--- src/rtl/btn_step_sequencer.sv ---
// btn_step_sequencer
//   Turns the raw east/west push-buttons into clean step commands for the
//   signed saturating LED counter. Each button passes through a 2-FF
//   synchronizer and its own debouncer. A small FSM arbitrates presses,
//   reports conflicts and hands one step at a time to the counter over a
//   valid/ready handshake.
//
//   Optional feature macro: AUTO_REPEAT_EN
//     defined   - a held button re-issues steps, first after REPEAT_DELAY
//                 cycles and then every REPEAT_PERIOD cycles. Each interval
//                 is counted from the acceptance of the previous step.
//     undefined - the repeat timer is not built; one press gives one step.
//
// Parameters
//   DEBOUNCE_CYCLES  stable-state flip threshold (cycles)
//   REPEAT_DELAY     acceptance of first step -> first repeat (>= 2)
//   REPEAT_PERIOD    acceptance of a repeat   -> next repeat  (>= 2)
//   CNT_W            width of the debounce and repeat counters
//
// Ports
//   clk           system clock
//   reset         synchronous, active-high reset
//   btn_east      raw button, press = decrement
//   btn_west      raw button, press = increment
//   step_valid    step command pending
//   step_dir      1 = increment, 0 = decrement; stable while step_valid
//   step_ready    counter accepts the command this cycle
//   busy          FSM is not idle
//   btn_conflict  one-cycle pulse when both buttons are pressed together
module btn_step_sequencer #(
    parameter int DEBOUNCE_CYCLES = 1000000,
    parameter int REPEAT_DELAY    = 25000000,
    parameter int REPEAT_PERIOD   = 5000000,
    parameter int CNT_W           = 25
) (
    input  logic clk,
    input  logic reset,
    input  logic btn_east,
    input  logic btn_west,
    output logic step_valid,
    output logic step_dir,
    input  logic step_ready,
    output logic busy,
    output logic btn_conflict
);

    if (DEBOUNCE_CYCLES < 1 || (DEBOUNCE_CYCLES >> CNT_W) != 0 ||
        REPEAT_DELAY < 2 || (REPEAT_DELAY >> CNT_W) != 0 ||
        REPEAT_PERIOD < 2 || (REPEAT_PERIOD >> CNT_W) != 0) begin : g_param_check
        $error("btn_step_sequencer: counter parameters out of range for CNT_W");
    end

    typedef enum logic [1:0] {IDLE, ISSUE, HOLD, WAIT_REL} state_t;

    // Bit 0 = east, bit 1 = west throughout.
    logic [1:0]       sync1_q, sync2_q;
    logic [1:0]       stable_q, stable_d;
    logic [1:0]       prev_q;
    logic [CNT_W-1:0] db_cnt_q [2];
    logic [CNT_W-1:0] db_cnt_d [2];
    logic [1:0]       press;

    state_t state_q, state_d;
    logic   dir_q, dir_d;
    logic   conflict_q, conflict_d;
    logic   active_st, other_st;

    // ---- synchronizer + debouncer ----
    always_ff @(posedge clk) begin
        if (reset) begin
            sync1_q  <= '0;
            sync2_q  <= '0;
            stable_q <= '0;
            prev_q   <= '0;
            for (int i = 0; i < 2; i++) db_cnt_q[i] <= '0;
        end else begin
            sync1_q  <= {btn_west, btn_east};
            sync2_q  <= sync1_q;
            stable_q <= stable_d;
            prev_q   <= stable_q;
            for (int i = 0; i < 2; i++) db_cnt_q[i] <= db_cnt_d[i];
        end
    end

    // The counter holds how many differing cycles have already been seen.
    // The flip is committed on the cycle after the count reaches
    // DEBOUNCE_CYCLES. This places the stable edge DEBOUNCE_CYCLES+2 edges
    // after the first raw sample.
    always_comb begin
        stable_d = stable_q;
        for (int i = 0; i < 2; i++) begin
            db_cnt_d[i] = '0;
            if (sync2_q[i] != stable_q[i]) begin
                if (db_cnt_q[i] == CNT_W'(DEBOUNCE_CYCLES)) begin
                    stable_d[i] = sync2_q[i];
                end else begin
                    db_cnt_d[i] = db_cnt_q[i] + CNT_W'(1);
                end
            end
        end
    end

    assign press     = stable_q & ~prev_q;
    assign active_st = dir_q ? stable_q[1] : stable_q[0];
    assign other_st  = dir_q ? stable_q[0] : stable_q[1];

    // ---- step FSM ----
`ifdef AUTO_REPEAT_EN
    logic [CNT_W-1:0] rpt_q, rpt_d;
    logic             first_q, first_d;
`endif

    always_ff @(posedge clk) begin
        if (reset) begin
            state_q    <= IDLE;
            dir_q      <= 1'b0;
            conflict_q <= 1'b0;
`ifdef AUTO_REPEAT_EN
            rpt_q      <= '0;
            first_q    <= 1'b0;
`endif
        end else begin
            state_q    <= state_d;
            dir_q      <= dir_d;
            conflict_q <= conflict_d;
`ifdef AUTO_REPEAT_EN
            rpt_q      <= rpt_d;
            first_q    <= first_d;
`endif
        end
    end

    always_comb begin
        state_d    = state_q;
        dir_d      = dir_q;
        conflict_d = 1'b0;
`ifdef AUTO_REPEAT_EN
        rpt_d      = rpt_q;
        first_d    = first_q;
`endif
        case (state_q)
            IDLE: begin
                if (press[0] && press[1]) begin
                    conflict_d = 1'b1;
                    state_d    = WAIT_REL;
                end else if (press[1] || press[0]) begin
                    // The other stable value being high also covers a press
                    // on top of a button already held.
                    if ((press[1] && stable_q[0]) || (press[0] && stable_q[1])) begin
                        conflict_d = 1'b1;
                        state_d    = WAIT_REL;
                    end else begin
                        dir_d   = press[1];
                        state_d = ISSUE;
`ifdef AUTO_REPEAT_EN
                        first_d = 1'b1;
`endif
                    end
                end
            end
            ISSUE: begin
                if (step_ready) begin
                    state_d = HOLD;
`ifdef AUTO_REPEAT_EN
                    // Loaded with N-1: HOLD then spans N-1 cycles, so the
                    // next acceptance lands exactly N cycles after this one.
                    rpt_d   = first_q ? CNT_W'(REPEAT_DELAY - 1) : CNT_W'(REPEAT_PERIOD - 1);
                    first_d = 1'b0;
`endif
                end
            end
            HOLD: begin
                // Release wins over conflict, and conflict wins over expiry.
                if (!active_st) begin
                    state_d = IDLE;
                end else if (other_st) begin
                    conflict_d = 1'b1;
                    state_d    = WAIT_REL;
                end
`ifdef AUTO_REPEAT_EN
                else if (rpt_q <= CNT_W'(1)) begin
                    state_d = ISSUE;
                end else begin
                    rpt_d = rpt_q - CNT_W'(1);
                end
`endif
            end
            WAIT_REL: begin
                if (stable_q == 2'b00) state_d = IDLE;
            end
            default: state_d = IDLE;
        endcase
    end

    assign step_valid   = (state_q == ISSUE);
    assign step_dir     = dir_q;
    assign busy         = (state_q != IDLE);
    assign btn_conflict = conflict_q;

endmodule

--- config.mk ---
export PLATFORM = sky130hd
export DESIGN_NAME = btn_step_sequencer
export DESIGN_NICKNAME = d
export VERILOG_FILES = /design/src/rtl/btn_step_sequencer.sv
export SDC_FILE = /design/constraint.sdc
export NUM_CORES = 1
export LEC_CHECK = 0
export BUFFER_PORTS_ARGS = -buffer_cell sky130_fd_sc_hd__buf_2
export CORE_MARGIN = 3
export CORE_UTILIZATION = 58
export CTS_BUF_LIST = sky130_fd_sc_hd__clkbuf_8
export DETAILED_ROUTE_END_ITERATION = 8
export PLACE_DENSITY_LB_ADDON = 0.15
export SLEW_MARGIN = 0
export SYNTH_ARGS = -nofsm -noshare
export SYNTH_HDL_FRONTEND = slang
export SYNTH_SLANG_ARGS = --single-unit
--- constraint.sdc ---
create_clock -name clk -period 2 [get_ports clk]
set_clock_uncertainty 0.1 [all_clocks]
set_input_delay 0.2 -clock clk [delete_from_list [all_inputs] [get_ports clk]]
set_output_delay 0.2 -clock clk [all_outputs]
set_load 0.005 [all_outputs]
# == After elaboration in Yosys (flattened, before gate mapping) ==
# Memories as Yosys holds them, arrays and structs flattened.
# Cells that the tools add are included.
# W data, S select, Z words.
# word_totals
wordCells,65
n_memories,1
ram_bits,50
ff_bits,12
# memory_table
name,depth,word_bits,rd,rd_clocked_by_memory_dff,wr,line,rtl
db_cnt_q,2,25,2,0,2,59,logic [CNT_W-1:0] db_cnt_q [2];
# op_classes
n_reduce_logical,12
add_sub_neg,2
n_eq_ne,11
bitwise,6
mux,25
# ops
operator,n
$mux W25,6
$add A25 B1 Y25 const B,2
$eq A25 B20 Y1 const B,2
$mux W2,7
$mux W1,10
$pmux W2 S4,1
$reduce_and A4 Y1,2
$ne A3 B3 Y1 const B,2
$eq A2 B2 Y1 const B,2
$logic_not A2 Y1,2
$reduce_and A2 Y1,2
$logic_and A1 B1 Y1,3
$and A2 B2 Y2,1
$eq A2 B1 Y1 const B,1
$logic_or A1 B1 Y1,2
$ne A1 B1 Y1,2
$ne A2 B1 Y1 const B,1
$ne A2 B2 Y1 const B,1
$not A1 Y1,2
$not A2 Y2,1
$or A1 B1 Y1,2
$pmux W1 S2,1
$reduce_bool A2 Y1,1

# == Logic depth before layout (Yosys ltp) ==
# Gate-level depths: netlist (run 1).
# depth
depth_word,8
ltp_mapped,7
ltp_nobuf,6

# == Worst setup path after synthesis (run 1) ==
# Ideal clock, no wire load.
# synth_path
kind,reg2reg
startpoint,memory db_cnt_q[1][0] (netlist: db_cnt_q[0][25])
endpoint,memory db_cnt_q[1][18] (netlist: db_cnt_q[0][43])
arrival_time_ns,1.840
setup_time_ns,0.071
slack_ns,-0.010
t_required_ns,1.829
stages_incl_launch_ff,7
path_buffers,1
path_cell_list,dfxtp_1 > ha_1 > nand3_1 > or4_1 > buf_2 > or3_1 > a21oi_1
# synth_rtl
item,line
start: declaration,59

==> run summary, run 1 <==
FF-to-FF Start = db_cnt_q[0][14]
minimum clock period = 1.873 ns
Worst Hold End = prev_q[1]
period utilization = 93.66%
commonest non-fill, non-tap cell in the layout = dfxtp_1
post-placement cell count = 417
Detailed Route Iter0 Violations = 98
post-route ant nets = 0
pre-CTS setup slack = 0.03822 ns
placed instance area = 0.003102 mm2
Worst Hold Depth = 2
Slew Viols, Final = 0
Setup CP Type = reg2reg
routed len/inst = 12.98 um
Avg Cell Area, Syn = 8.542 um2
Yosys warnings = 0
#FFs+latches synth = 62
pin count of the biggest net entering global routing = 26
Layout area overhead = 17.61%
final wirelength = 5646 um
sequential area share after synthesis = 43.24%
min-delay src = reset
P_leak = 1.060 nW
CTS buffer count = 9
global-route wire length before repair = 9666 um
# diodes = 0
Post-Synthesis Cells = 336
gpl congestion = 0.7540
synth unique cells = 38
R2R Setup Slk = 0.13 ns
Post-Layout Cell Count = 435
NumNets Final = 374
worst r2r dst = db_cnt_q[0][24]
Max Cap Viol = 0
netlist area before placement = 0.002870 mm2
Top delay family on crit path = simple AND/OR/NAND/NOR gates
max incr delay on CP = 0.53 ns
IO Count = 9
Max Clk Rate = 0.5339 GHz
maximum vdd drop = 0.5590 mV
crit path max fanout = 16
critical path data arrival time = 2.04 ns
hold crit path type = in2reg
WP data required = 2.16 ns
number of global-route vias before repair = 2185
share of cells above drive strength 1 = 16.22%
Starting Density = 62.88%
clk slew on worst S/H paths = 0.06 ns
overall power = 2.450 mW
H-tree levels = 3
RSZ-0062 raised after global routing = false
worst r2r path cells = 4
status = finished clean
Setup WS post-layout = 0.1269 ns
Clock Sink Count = 62
TritonRoute pass-1 iters = 4
Buf+Inv Stages, Crit Path = 0
final setup fails = 0
DRC = 0
fillers = 368
post-synth top area cell = dfxtp_1
Async S/R FF share, synth = 0%
Synth area leaders = dfxtp_1 43%, xnor2_1 6.7%, nor2_1 5.2%
final hold violations = 0
antenna violations before repair = 0
Final Util = 73.96%
worst-path cell chain = nand3_1 -> or3_4 -> or4_1 -> a21oi_1
Die Y = 76.35 um
commonest non-fill, non-tap cells in the layout = 62 x dfxtp_1, 40 x nor2_1, 24 x a21oi_1
CP max-delay cell = or4_1
Vias per Instance = 5.637
Mapped Nets = 345
Clock Path Buffers = 2
core area = 0.004564 mm2
Worst-Skew Late Latency = 0.34 ns
worst relative slew slack = 75.89%
Total Neg Setup Slack = 0 ns
input/output buffers = 8
GRT Resource Usage Total = 20.63%
endpoint class of the critical path = flop
Yosys top cell area share = 43.24%
PD cells = 725.7 mW/mm2
EDFF count, synth = 0
Die ar. = 0.005829 mm2
final instance area = 0.003376 mm2
most frequently used flop master after synthesis = dfxtp_1
vias = 2452
final hold slack = 0.1080 ns
total gr overflow = 0
std cell rows = 24
Worst-Margin Slew = 0.3584 ns
root buffer cell = clkbuf_8
Post-DP HPWL = 3801 um
CTS tree = done
Worst Setup Start Kind = flop
Die Width = 76.35 um
## layer usage
layer  up-vias  wire [um]  track usage [%]
met5         -          0                0
met4         0         65            8.152
met3         6        294            8.274
met2        50       2535            31.90
met1      1138       2749            25.63
li1       1258          -                -
## cell type report
class / count / area [um2] / area share [%]
Multi-Input combinational cell: 243 / 1545 / 45.77
Clock inverter: 3 / 40.04 / 1.186
Clock buffer: 13 / 178.9 / 5.300
Inverter: 17 / 63.81 / 1.890
Tap cell: 65 / 81.33 / 2.409
Sequential cell: 62 / 1241 / 36.77
Timing Repair Buffer: 32 / 225.2 / 6.672
## Yosys cell counts (all sizes together), types with 3 or more instances
| library cell | instances |
|---|---|
| and4 | 3 |
| or3 | 12 |
| buf | 6 |
| and3 | 3 |
| dfxtp | 62 |
| xnor2 | 22 |
| o21ai | 16 |
| or4 | 11 |
| inv | 17 |
| ha | 4 |
| nor4b | 6 |
| xor2 | 7 |
| o31ai | 9 |
| nor2b | 8 |
| nor2 | 40 |
| clkbuf | 8 |
| nor3 | 7 |
| nand2 | 16 |
| a21oi | 24 |
| nand3 | 18 |
| nor4 | 9 |
| or2 | 4 |
| nand4 | 11 |
## worst register-to-register path, cell delays in order, from the launching register on
cell and delay, ns:
dfxtp_1 0.38, nand3_1 0.14, or3_4 0.49, or4_1 0.54
a21oi_1 0.16
## power breakdown
part / total (mW) / internal (mW) / switching, mW / leakage, nW
logic: 0.0321 / 0.0138 / 0.0183 / 0.445
clock network: 1.18 / 0.707 / 0.468 / 0.115
registers: 1.24 / 1.24 / 0.00276 / 0.500
## state kept, by name (all words and copies together), names as in the netlist
register,cells
db_cnt_q,50
btn_conflict,1
step_dir,1
state_q,2
sync1_q,2
stable_q,2
prev_q,2
sync2_q,2
## how the worst max path moves through the flow
stage | start | to | slack (ns) | depth (start not counted)
final | db_cnt_q[0][14] | db_cnt_q[0][24] | 0.13 | 4
after global routing | db_cnt_q[0][25] | db_cnt_q[0][30] | 0.003 | 8
after CTS | db_cnt_q[0][14] | db_cnt_q[0][22] | 0.02 | 4
after detailed placement | db_cnt_q[0][14] | db_cnt_q[0][22] | 0.04 | 4
after global placement | db_cnt_q[0][14] | db_cnt_q[0][22] | 0.11 | 4
after floorplan | db_cnt_q[0][25] | db_cnt_q[0][43] | 0.04 | 6
## cell families (layout without fill, tap and decap cells)
group                      count (synthesis)  count (layout)  synth area share (%)
and+or+nand+nor                          154             154                 30.12
buffers and inverters                     31              65                 4.316
DFF                                       62              62                 43.24
muxes                                      2               2                0.6975
AOI/OAI and AO/OA                         54              54                 11.03
xor gates and xnor gates                  29              29                 8.849
adders and majority gates                  4               4                 1.744
## what timing repair did
action / in CTS / in global routing
buffers inserted: 0 / 0
endpoints found under the hold margin: 2 / 0
setup endpoints to repair: 0 / 35
hold buffers: 2 / 0
gates resized for setup: 0 / 7
Power figures use the tool's default switching activity.
==> run 2: changes to the inputs <==
--- a/config.mk
+++ b/config.mk
@@ -5,6 +5,7 @@
 export SDC_FILE = /design/constraint.sdc
 export NUM_CORES = 1
 export LEC_CHECK = 0
+export ABC_AREA = 1
 export BUFFER_PORTS_ARGS = -buffer_cell sky130_fd_sc_hd__buf_2
 export CORE_MARGIN = 3
 export CORE_UTILIZATION = 58
==> run 2 against run 1 <==
  * Global-route usage is 2.4 points higher
  * Core utilization is 7.9 points lower
  * Critical path depth is 3 higher
  * Largest cell class unchanged
  * Highest routed layer unchanged
==> run summary, run 2 <==
Clock Sink Count = 62 (unchanged)
minimum clock period = 1.652 ns (-0.2207 ns)
Yosys top cell area share = 37.15% (-6.1 points)
most flop-heavy register = db_cnt_q
root buffer cell = clkbuf_8
TritonRoute pass-1 iters = 5 (+1)
clock share of power = 46.9% (-1.1 points)
vias = 3042 (+24%)
FF-to-FF Start = db_cnt_q[0][31]
commonest non-fill, non-tap cells in the layout = 145 x nand2_1, 120 x nor2_1, 62 x dfxtp_1
number of flip-flops in the largest register = 50 (unchanged)
worst r2r dst = db_cnt_q[0][37]
hold crit path type = in2reg
Total Neg Setup Slack = 0 ns (unchanged)
critical path data arrival time = 1.78 ns (-0.26 ns)
final hold violations = 0 (unchanged)
CTS buffer count = 9 (unchanged)
share of cells above drive strength 1 = 10.57% (-5.7 points)
Psw = 634.9 uW (+30%)
gpl congestion = 0.9134 (+21%)
EDFF count, synth = 0 (unchanged)
Max Cap Viol = 0 (unchanged)
Synth area leaders = dfxtp_1 37%, nand2_1 16%, nor2_1 13%
Slew Viols, Final = 0 (unchanged)
NumNets Final = 535 (+43%)
synth unique cells = 30 (-21%)
Worst Hold Depth = 2 (unchanged)
Comb power frac = 5.6% (+4.3 points)
routed len/inst = 11.52 um (-11%)
min-delay src = reset
Die Y = 81.90 um (+7.3%)
RSZ-0062 raised after global routing = false
sequential area share after synthesis = 37.15% (-6.1 points)
Layout area overhead = 9.476%
crit path max fanout = 24 (+8)
maximum vdd drop = 0.5863 mV (+4.9%)
input/output buffers = 8 (unchanged)
most frequently used flop master after synthesis = dfxtp_1
Post-DP HPWL = 5165 um (+36%)
netlist area before placement = 0.003341 mm2 (+16%)
Setup CP Type = reg2reg
R2R Setup Slk = 0.35 ns (+0.22 ns)
final wirelength = 6933 um (+23%)
Worst Hold End = sync1_q[1]
Mapped Nets = 520 (+51%)
Yosys warnings = 0 (unchanged)
IO Count = 9 (unchanged)
most common cell in the synthesized netlist = nand2_1
period utilization = 82.62% (-11 points)
endpoint class of the critical path = flop
total gr overflow = 0 (unchanged)
final setup fails = 0 (unchanged)
antenna violations before repair = 0 (unchanged)
H-tree levels = 3 (unchanged)
global-route wire length before repair = 11820 um (+22%)
status = finished clean
post-synth top area cell = dfxtp_1
#FFs+latches synth = 62 (unchanged)
Max Clk Rate = 0.6052 GHz (+13%)
number of global-route vias before repair = 2796 (+28%)
synth cell count leaders = 145 x nand2_1, 120 x nor2_1, 62 x dfxtp_1
clk slew on worst S/H paths = 0.08 ns (+0.02 ns)
sequential power share = 47.5% (-3.2 points)
post-route ant nets = 0 (unchanged)
Async S/R FF share, synth = 0% (unchanged)
commonest non-fill, non-tap cell in the layout = nand2_1
Post-Synthesis Cells = 511 (+52%)
pre-CTS setup slack = 0.3519 ns (+0.3137 ns)
Die ar. = 0.006707 mm2 (+15%)
Starting Density = 60.30% (-2.6 points)
# diodes = 0 (unchanged)
CTS tree = done
std cell rows = 27 (+13%)
Setup WS post-layout = 0.3476 ns (+0.2207 ns)
worst relative slew slack = 68.54% (-7.3 points)
cell-internal power = 2.040 mW (+4.1%)
Avg Cell Area, Syn = 6.538 um2 (-23%)
WP data required = 2.12 ns (-0.04 ns)
P_leak = 1.219 nW (+15%)
Die Width = 81.90 um (+7.3%)
Clock Path Buffers = 2 (unchanged)
Worst-Skew Late Latency = 0.36 ns (+0.02 ns)
Vias per Instance = 5.053 (-10%)
core area = 0.005540 mm2 (+21%)
Detailed Route Iter0 Violations = 170 (+73%)
DRC = 0 (unchanged)
Worst Setup Start Kind = flop
Worst-Margin Slew = 0.4702 ns (+0.1118 ns)
pin count of the biggest net entering global routing = 26 (unchanged)
PD cells = 731.5 mW/mm2 (+0.79%)
worst r2r path cells = 7 (+3)
GRT Resource Usage Total = 23.03% (+2.4 points)
Resize count post-CTS = 0 (unchanged)
Sw Share = 23.73% (+3.8 points)
[run 2: worst max-delay path by stage]
stage	start	end	slack, ns	cells after the start
after floorplan	db_cnt_q[0][0]	db_cnt_q[0][16]	0.57	7
after global placement	db_cnt_q[0][0]	db_cnt_q[0][12]	0.39	9
after detailed placement	db_cnt_q[0][0]	db_cnt_q[0][23]	0.35	9
after CTS	db_cnt_q[0][0]	db_cnt_q[0][23]	0.34	9
after global routing	db_cnt_q[0][25]	db_cnt_q[0][38]	0.19	7
final	db_cnt_q[0][31]	db_cnt_q[0][37]	0.35	7
[run 2: cells by family (layout without fill, tap and decap cells)]
logic type      Yosys count  in the layout  synth area share, %
buf+inv                  59             78                7.603
simple gates            335            335                43.37
flops                    62             62                37.15
compound gates           31             31                5.132
xor+xnor                 20             20                5.244
fa+ha+maj                 4              4                1.498
[run 2: final cells by class]
| type | count | area (um2) |
|---|---|---|
| tap | 72 | 90.09 |
| sequential | 62 | 1241 |
| clock buffer | 10 | 137.6 |
| clock inverter | 5 | 83.83 |
| timing repair buffer | 10 | 60.06 |
| multi-input combinational | 390 | 1846 |
| fill | 518 | 1883 |
| inverter | 53 | 198.9 |
[run 2: through the flow]
step                      instances  util, %  power [mW]  cell area [um2]  hold WS [ns]
after CTS                       602    66.01       2.685             3657       0.02187
after floorplan                 511        -       1.404             3341        0.2070
final                           602    66.01       2.675             3657       0.03100
after global placement          585    61.65       1.438             3416        0.2917
after global routing            602    66.01       2.772             3657       0.04033
after detailed placement        585    61.65       1.444             3416        0.2991
[run 2: per-layer routing]
metal	vias up	GRT usage, %	wire length, um
met5	-	0	0
met4	0	10.96	156
met3	12	5.592	302
met2	67	36.03	3127
met1	1358	29.65	3347
li1	1605	-	-
[run 2: power by group through the flow]
stage	Clock (mW)	Combinational [mW]	Sequential (mW)
6_report	1.26	0.149	1.27
4_1_cts	1.27	0.149	1.27
3_3_place_gp	0	0.141	1.30
3_5_place_dp	0	0.145	1.30
2_1_floorplan	0	0.110	1.29
5_1_grt	1.33	0.173	1.27
[run 2: repair_timing]
item / 4_1_cts / 5_1_grt
hold buffers: 2 / 0
hold endpoints to repair: 2 / 0
buffers inserted: 0 / 0
setup endpoints to repair: 0 / 0
[run 2: worst max-delay path, stage by stage (launching register included)]
cell	delay [ns]
dfxtp_1	0.39
nand2_1	0.10
inv_1	0.08
nand2_1	0.06
nor2_1	0.10
nand3_1	0.17
nand2_2	0.41
nor2_1	0.10
